`config.mk`:
```
export PLATFORM = sky130hd
export DESIGN_NAME = fft_axi_mem_bridge
export DESIGN_NICKNAME = d
export VERILOG_FILES = /design/src/rtl/fft_axi_mem_bridge.sv
export SDC_FILE = /design/constraint.sdc
export NUM_CORES = 1
export LEC_CHECK = 0
export BUFFER_PORTS_ARGS = -buffer_cell sky130_fd_sc_hd__buf_2
export CORE_ASPECT_RATIO = 0.6
export CORE_UTILIZATION = 23
export CTS_CLUSTER_DIAMETER = 150
export DETAILED_ROUTE_END_ITERATION = 7
export GPL_TIMING_DRIVEN = 0
export MAX_ROUTING_LAYER = met4
export PLACE_DENSITY = 0.51
export SETUP_SLACK_MARGIN = 0.3
export SLEW_MARGIN = 25
export SYNTH_ARGS = -nofsm -noshare
export SYNTH_HDL_FRONTEND = slang
export SYNTH_SLANG_ARGS = --single-unit
```
`constraint.sdc`:
```
create_clock -name clk_i -period 5.6 [get_ports clk_i]
set_clock_uncertainty 0.1 [all_clocks]
set_input_delay 0.28 -clock clk_i [delete_from_list [all_inputs] [get_ports clk_i]]
set_output_delay 0.28 -clock clk_i [all_outputs]
set_load 0.02 [all_outputs]
```
`src/rtl/fft_axi_mem_bridge.sv`:
```
// AXI slave front-end for the FFT sample/result memory: splits 64-bit AXI beats into
// pairs of 32-bit memory accesses and shares the memory port with the FFT engine.
module fft_axi_mem_bridge #(
  parameter int AXI_ADDR_WIDTH = 32,
  parameter int AXI_DATA_WIDTH = 64,
  parameter int MEM_DEPTH      = 2048
) (
  input  logic                      clk_i,
  input  logic                      reset_n_i,
  input  logic [AXI_ADDR_WIDTH-1:0] axi_awaddr_i,
  input  logic                      axi_awvalid_i,
  output logic                      axi_awready_o,
  input  logic [AXI_DATA_WIDTH-1:0] axi_wdata_i,
  input  logic                      axi_wvalid_i,
  output logic                      axi_wready_o,
  output logic [1:0]                axi_bresp_o,
  output logic                      axi_bvalid_o,
  input  logic                      axi_bready_i,
  input  logic [AXI_ADDR_WIDTH-1:0] axi_araddr_i,
  input  logic                      axi_arvalid_i,
  output logic                      axi_arready_o,
  output logic [AXI_DATA_WIDTH-1:0] axi_rdata_o,
  output logic [1:0]                axi_rresp_o,
  output logic                      axi_rvalid_o,
  input  logic                      axi_rready_i,
  input  logic                      fft_busy_i,
  input  logic [15:0]               eng_addr_i,
  input  logic [31:0]               eng_wdata_i,
  input  logic                      eng_write_i,
  output logic                      eng_gnt_o,
  output logic [15:0]               mem_addr_o,
  output logic [31:0]               mem_wdata_o,
  output logic                      mem_write_o,
  input  logic [31:0]               mem_rdata_i
);

  localparam int WORD_AW = $clog2(MEM_DEPTH);
  localparam logic [1:0] RESP_OKAY   = 2'b00;
  localparam logic [1:0] RESP_SLVERR = 2'b10;

  typedef enum logic [2:0] {
    IDLE, WR_LO, WR_HI, WR_RESP, RD_LO, RD_HI, RD_CAP, RD_RESP
  } state_t;

  state_t                    state_reg;
  logic [15:0]               word_addr_reg;
  logic [AXI_DATA_WIDTH-1:0] wdata_reg;
  logic [AXI_DATA_WIDTH-1:0] rdata_reg;
  logic [1:0]                bresp_reg;
  logic [1:0]                rresp_reg;

  logic        wr_accept;
  logic        rd_accept;
  logic        bridge_write;
  logic [15:0] bridge_addr;
  logic [31:0] bridge_wdata;

  // Legal means 8-byte aligned and inside the word array.
  function automatic logic addr_legal(input logic [AXI_ADDR_WIDTH-1:0] a);
    return (a[2:0] == 3'b000) && (a[AXI_ADDR_WIDTH-1:WORD_AW+2] == '0);
  endfunction

  function automatic logic [15:0] word_index(input logic [AXI_ADDR_WIDTH-1:0] a);
    return {{(16-WORD_AW){1'b0}}, a[2 +: WORD_AW]};
  endfunction

  assign wr_accept = reset_n_i && (state_reg == IDLE) && !fft_busy_i
                     && axi_awvalid_i && axi_wvalid_i;
  assign rd_accept = reset_n_i && (state_reg == IDLE) && !fft_busy_i
                     && !(axi_awvalid_i && axi_wvalid_i) && axi_arvalid_i;

  assign axi_awready_o = wr_accept;
  assign axi_wready_o  = wr_accept;
  assign axi_arready_o = rd_accept;
  assign axi_bvalid_o  = (state_reg == WR_RESP);
  assign axi_bresp_o   = bresp_reg;
  assign axi_rvalid_o  = (state_reg == RD_RESP);
  assign axi_rresp_o   = rresp_reg;
  assign axi_rdata_o   = rdata_reg;

  always_ff @(posedge clk_i or negedge reset_n_i) begin
    if (!reset_n_i) begin
      state_reg     <= IDLE;
      word_addr_reg <= '0;
      wdata_reg     <= '0;
      rdata_reg     <= '0;
      bresp_reg     <= RESP_OKAY;
      rresp_reg     <= RESP_OKAY;
    end else begin
      case (state_reg)
        IDLE: begin
          if (wr_accept) begin
            word_addr_reg <= word_index(axi_awaddr_i);
            wdata_reg     <= axi_wdata_i;
            if (addr_legal(axi_awaddr_i)) begin
              bresp_reg <= RESP_OKAY;
              state_reg <= WR_LO;
            end else begin
              bresp_reg <= RESP_SLVERR;
              state_reg <= WR_RESP;
            end
          end else if (rd_accept) begin
            word_addr_reg <= word_index(axi_araddr_i);
            rdata_reg     <= '0;
            if (addr_legal(axi_araddr_i)) begin
              rresp_reg <= RESP_OKAY;
              state_reg <= RD_LO;
            end else begin
              rresp_reg <= RESP_SLVERR;
              state_reg <= RD_RESP;
            end
          end
        end
        WR_LO:   state_reg <= WR_HI;
        WR_HI:   state_reg <= WR_RESP;
        WR_RESP: if (axi_bready_i) state_reg <= IDLE;
        RD_LO:   state_reg <= RD_HI;
        // Memory data lags the address by one cycle, so each half lands a state later.
        RD_HI: begin
          rdata_reg[31:0] <= mem_rdata_i;
          state_reg       <= RD_CAP;
        end
        RD_CAP: begin
          rdata_reg[63:32] <= mem_rdata_i;
          state_reg        <= RD_RESP;
        end
        RD_RESP: if (axi_rready_i) state_reg <= IDLE;
        default: state_reg <= IDLE;
      endcase
    end
  end

  always_comb begin
    eng_gnt_o    = (state_reg == IDLE) || (state_reg == WR_RESP) || (state_reg == RD_RESP);
    bridge_write = (state_reg == WR_LO) || (state_reg == WR_HI);
    bridge_addr  = ((state_reg == WR_HI) || (state_reg == RD_HI)) ? word_addr_reg + 16'd1
                                                                   : word_addr_reg;
    bridge_wdata = (state_reg == WR_HI) ? wdata_reg[63:32] : wdata_reg[31:0];
    if (eng_gnt_o) begin
      mem_addr_o  = eng_addr_i;
      mem_wdata_o = eng_wdata_i;
      mem_write_o = reset_n_i && eng_write_i;
    end else begin
      mem_addr_o  = bridge_addr;
      mem_wdata_o = bridge_wdata;
      mem_write_o = reset_n_i && bridge_write;
    end
  end

endmodule

```
**Yosys cells after proc, flatten, opt, wreduce, memory -nomap -nowiden**

Cells that the tools add are included.

- Bits in registers: 151
- Bits in latches: 0
- Bits in writable memories: 0
- Bits in read-only memories: 0
- Input port bits: 217
- Output and inout bits: 123
- Logic and storage cells: 72
- Memories kept: 0

- Add/sub/neg operators: 1
- $mul: 0
- Div/mod/pow operators: 0
- Magnitude comparators: 0
- Eq/ne operators: 12
- Shift operators: 0
- Muxes and demuxes: 20
- Bitwise logic cells: 1
- Reductions and logical operators: 31

Operator list:

| operator | count |
|---|---|
| $mux W64 | 2 |
| $pmux W32 S2 | 2 |
| $mux W16 | 4 |
| $mux W32 | 2 |
| $logic_not A19 Y1 | 2 |
| $pmux W3 S8 | 1 |
| $add A16 B1 Y16 const B | 1 |
| $eq A3 B3 Y1 const B | 4 |
| $mux W3 | 4 |
| $reduce_and A3 Y1 | 4 |
| $logic_and A1 B1 Y1 | 11 |
| $logic_not A3 Y1 | 3 |
| $mux W2 | 4 |
| $eq A3 B2 Y1 const B | 2 |
| $reduce_bool A2 Y1 | 3 |
| $logic_or A1 B1 Y1 | 4 |
| $ne A2 B1 Y1 const B | 2 |
| $ne A2 B2 Y1 const B | 2 |
| $reduce_and A2 Y1 | 2 |
| $eq A3 B1 Y1 const B | 1 |
| $ne A3 B3 Y1 const B | 1 |
| $logic_not A1 Y1 | 2 |
| $mux W1 | 1 |
| $not A1 Y1 | 1 |

**Logic depth before layout (Yosys ltp)**

- Depth after elaboration: 8
- Depth in mapped cells: 8
- Gate-level depth less buffers: 7

**Least setup slack after synthesis**

Ideal clock, no wire load.

- Path kind: reg2out
- Start point: reg state_reg[0]
- End point: out mem_wdata_o[10]
- Data arrival time: 1.901 ns
- Required time: 5.220 ns
- Setup slack: 3.319 ns
- Stages on the path, launching flop included: 8
- Buffers on the path: 2
- Path through: dfrtp_1 > inv_1 > ha_1 > nor2b_1 > clkbuf_1 > buf_2 > mux2i_1 > o21ai_0

- Longest elaborated chain between the ends: 4
- Elaborated cells between the ends (all ways): 8
- Those cells by class: eq/ne (3); mux (2); reduce/logical (3)

RTL lines:

| item | line | RTL |
|---|---|---|
| start: declaration | 45 | `state_t state_reg;` |
| start signal: assignment | 83 | `state_reg <= IDLE;` |
| start signal: assignment | 97 | `state_reg <= WR_LO;` |
| start signal: assignment | 100 | `state_reg <= WR_RESP;` |
| $eq A3 B2 Y1 or $logic_not A3 Y1 (tied branches) | 134 | `eng_gnt_o = (state_reg == IDLE) \|\| (state_reg == WR_RESP) \|\| (state_reg == RD_RESP);` |
| $logic_or A1 B1 Y1 (2 in a row) | 134 |  |
| $mux W32 (*) | 139 | `if (eng_gnt_o) begin` |
| end: declaration | 32 | `output logic [31:0] mem_wdata_o,` |

Every way passes the cells marked *; elsewhere a longest branch is shown, timed or not.

**Final worst setup path**

- Start point: reg state_reg[1]
- End point: out mem_wdata_o[9]

Same word-level chain as after synthesis.

==> flow_summary.ini <==
[status]
outcome = finished, final reports clean

[route]
drcViolationCount = 0
drt-initial-drc-count = 322
totalWireLength_mm = 24.0
post_drt_wl_per_cell_um = 17.0
via_per_inst = 4.45
drtPass1Iterations = 4
routed-via-count = 6296
ant_nets = 0

[pwr]
peakVddDrop_v = 0.000234
p_per_area_mw_per_mm2 = 553
leakage_nw = 5.39

[cts]
cts_num_sinks = 144
cts_max_path_buffers = 2
cts_resized = 0
h-tree-depth = 4
insertion_delay_ps = 430
root_buffer = clkbuf_16
cts_tree = built
numCtsBuffers = 17
cts.clk_slew.worst_paths_ps = 70

[timing]
finalSetupTns_ps = 0
setup_viol = 0
period_minus_slack_ps = 3620
hold_viol_final = 0
worst_pin_slew_ps = 773
maxSlewViolCount = 0
rsz0062_at_grt = false
holdWs_ps = 29.0
final.period_utilization = 0.646
fmax_mhz = 276
relSlewSlack = 0.485

[finish]
final_nets = 1257
fin_util = 0.377
fillers = 2836
drive_above_1_share = 0.440
area_delta_synth_final_pct = 58.8

[grt]
grt_max_degree = 84
use_met2 = 0.246
grtUsageMet3 = 0.0474
grt_busiest_layer = met2
grt_overflow_total = 0
met1_usage = 0.234
grt_use_total = 0.171
grt_pass1_vias = 6482
antenna_found_initial = 1
grt_pass1_wl_mm = 37.1

[floorplanning]
boundaryPins = 340
die_h_um = 134
row_count = 47
core_mm2 = 0.0280
fp.dieW_um = 222
start_util = 0.238
dieArea_mm2 = 0.0296

[worst_setup_path]
critPathLaunchType = flip-flop
crit_path_max_incr_delay_ps = 650
cp_num_buf_inv = 4
crit_chain = inv_1 > ha_1 > a21o_1 > clkbuf_1 > clkbuf_1 > nand2_1 > o21ai_0 > buf_2
critical_path.top_delay_family = buffers and inverters
arrival_ps = 3240
crit_path_end_kind = output port
worstPathRequired_ps = 5220
path_common_cell = clkbuf_1
worst-setup-path-type = reg2out
cp_max_fo = 10
slowest_stage = clkbuf_1

[synthesis]
seq_area_frac_synth = 0.542
synth_seq_cells = 144
syn_inst = 566
yosys_warnings = 0
ys_types = 41
syn-cell-area_mm2 = 0.00665
syn_avg_cell_area_um2 = 11.7

[placement]
dp_hpwl_mm = 18.0
io_buffers = 337
gp_congestion = 0.818

[worst_hold_path]
worstHoldPathType = in2reg

[run]
cap_violations = 0
==> path summary, 6_finish.rpt <==
| check | start | endpoint | slack (ps) | cells past startpoint |
|---|---|---|---|---|
| max in group asynchronous | reset_n_i | wdata_reg[0] | 4320 | 3 |
| worst max register to register | state_reg[1] | word_addr_reg[1] | 2810 | 9 |
| worst min register to register | axi_bresp_o[1] | axi_bresp_o[1] | 390 | 1 |
| worst min-delay path | axi_araddr_i[7] | word_addr_reg[5] | 30 | 3 |
| worst max-delay path | state_reg[1] | mem_wdata_o[9] | 1980 | 8 |
| min in group asynchronous | reset_n_i | wdata_reg[15] | 270 | 2 |
==> through the flow <==
step	cells	power, mW	instance area (um2)	worst slack (ps)
2_1_floorplan	567	3.58	6650	3320
3_3_place_gp	1271	4.57	8800	468
3_5_place_dp	1272	4.60	8840	2410
4_1_cts	1414	5.91	10600	1900
5_1_grt	1415	6.23	10600	1720
6_report	1416	5.84	10600	1980
==> report_power, final <==
part           leakage, nW  internal [mW]  total, mW  switching, mW
Sequential            1.86           1.54       1.83          0.294
Combinational         3.23           1.12       2.80           1.68
Clock                0.299          0.720       1.20          0.484
Total                 5.39           3.38       5.84           2.46
==> per-layer routing <==
| metal | part of all wire | vias to the layer above |
|---|---|---|
| met5 | 0 | - |
| met4 | 0.014 | 0 |
| met3 | 0.061 | 21 |
| met2 | 0.43 | 229 |
| met1 | 0.49 | 3054 |
| li1 | - | 2992 |
==> cell type report <==
| type | count | area, um2 | share of cell area |
|---|---|---|---|
| Timing Repair Buffer | 448 | 2830 | 0.268 |
| Clock buffer | 18 | 439 | 0.0416 |
| Clock inverter | 14 | 179 | 0.0169 |
| Multi-Input combinational cell | 373 | 2830 | 0.268 |
| Buffer | 43 | 199 | 0.0188 |
| Tap cell | 367 | 459 | 0.0435 |
| Antenna cell | 2 | 5.00 | 0.000474 |
| Inverter | 7 | 26.3 | 0.00249 |
| Sequential cell | 144 | 3600 | 0.341 |
==> cells in the mapped netlist, drive strengths merged <==
master / number / area share
nand4: 3 / 0.0028
clkbuf: 20 / 0.011
mux2i: 44 / 0.066
nand3: 4 / 0.0030
o22ai: 1 / 0.00094
nor4: 10 / 0.0094
a22oi: 1 / 0.0011
a22o: 64 / 0.084
xor2: 5 / 0.0066
a21o: 2 / 0.0023
inv: 7 / 0.0040
ha: 6 / 0.011
mux2: 66 / 0.11
o21a: 1 / 0.0011
dfrtp: 144 / 0.54
buf: 23 / 0.019
or4: 2 / 0.0028
nor2b: 3 / 0.0028
a21oi: 5 / 0.0043
a2bb2oi: 1 / 0.0013
nand2: 64 / 0.036
o2111ai: 1 / 0.0013
nor2: 9 / 0.0051
o31ai: 1 / 0.0019
xnor2: 5 / 0.0066
conb: 1 / 0.00056
and4: 2 / 0.0026
nor3: 3 / 0.0023
and4bb: 1 / 0.0019
and3: 3 / 0.0028
nand3b: 1 / 0.0011
o311ai: 1 / 0.0013
and2: 6 / 0.0056
or3: 1 / 0.00094
o21ai: 55 / 0.041
==> cells in the final DEF, fill, tap and decap left out, drive strengths merged, types with 2 or more instances in the layout <==
cell type	n
buf	361
dfrtp	144
dlygate4sd3	110
mux2	66
nand2	64
a22o	64
o21ai	55
mux2i	44
clkbuf	38
inv	11
nor4	10
nor2	9
and2	6
ha	6
xnor2	5
xor2	5
a21oi	5
clkinv	5
nand3	4
and3	3
nor2b	3
nand4	3
nor3	3
bufinv	3
diode	2
a21o	2
and4	2
conb	2
clkinvlp	2
or4	2
==> worst min-delay path: stages <==
cell     delay [ps]
buf_2            80
mux2i_1          50
o21ai_0         120
==> logic make-up (layout without fill, tap and decap cells) <==
group / after synthesis / in the layout / share of synthesized area
adder cells (fa/ha/maj): 6 / 6 / 0.0113
AND/OR/NAND/NOR: 112 / 112 / 0.0794
other: 1 / 4 / 0.000564
multiplexers: 110 / 110 / 0.179
XOR/XNOR: 10 / 10 / 0.0132
buffers and inverters: 50 / 530 / 0.0339
AO/OA/AOI/OAI: 133 / 133 / 0.141
flip-flops: 144 / 144 / 0.542
==> what timing repair did <==
action,4_1_cts,5_1_grt
hold buffers,110,0
setup buffers,0,0
endpoints found under the hold margin,201,0
endpoints found under the setup margin,0,0
No activity file was read; power rests on OpenSTA's default activity.
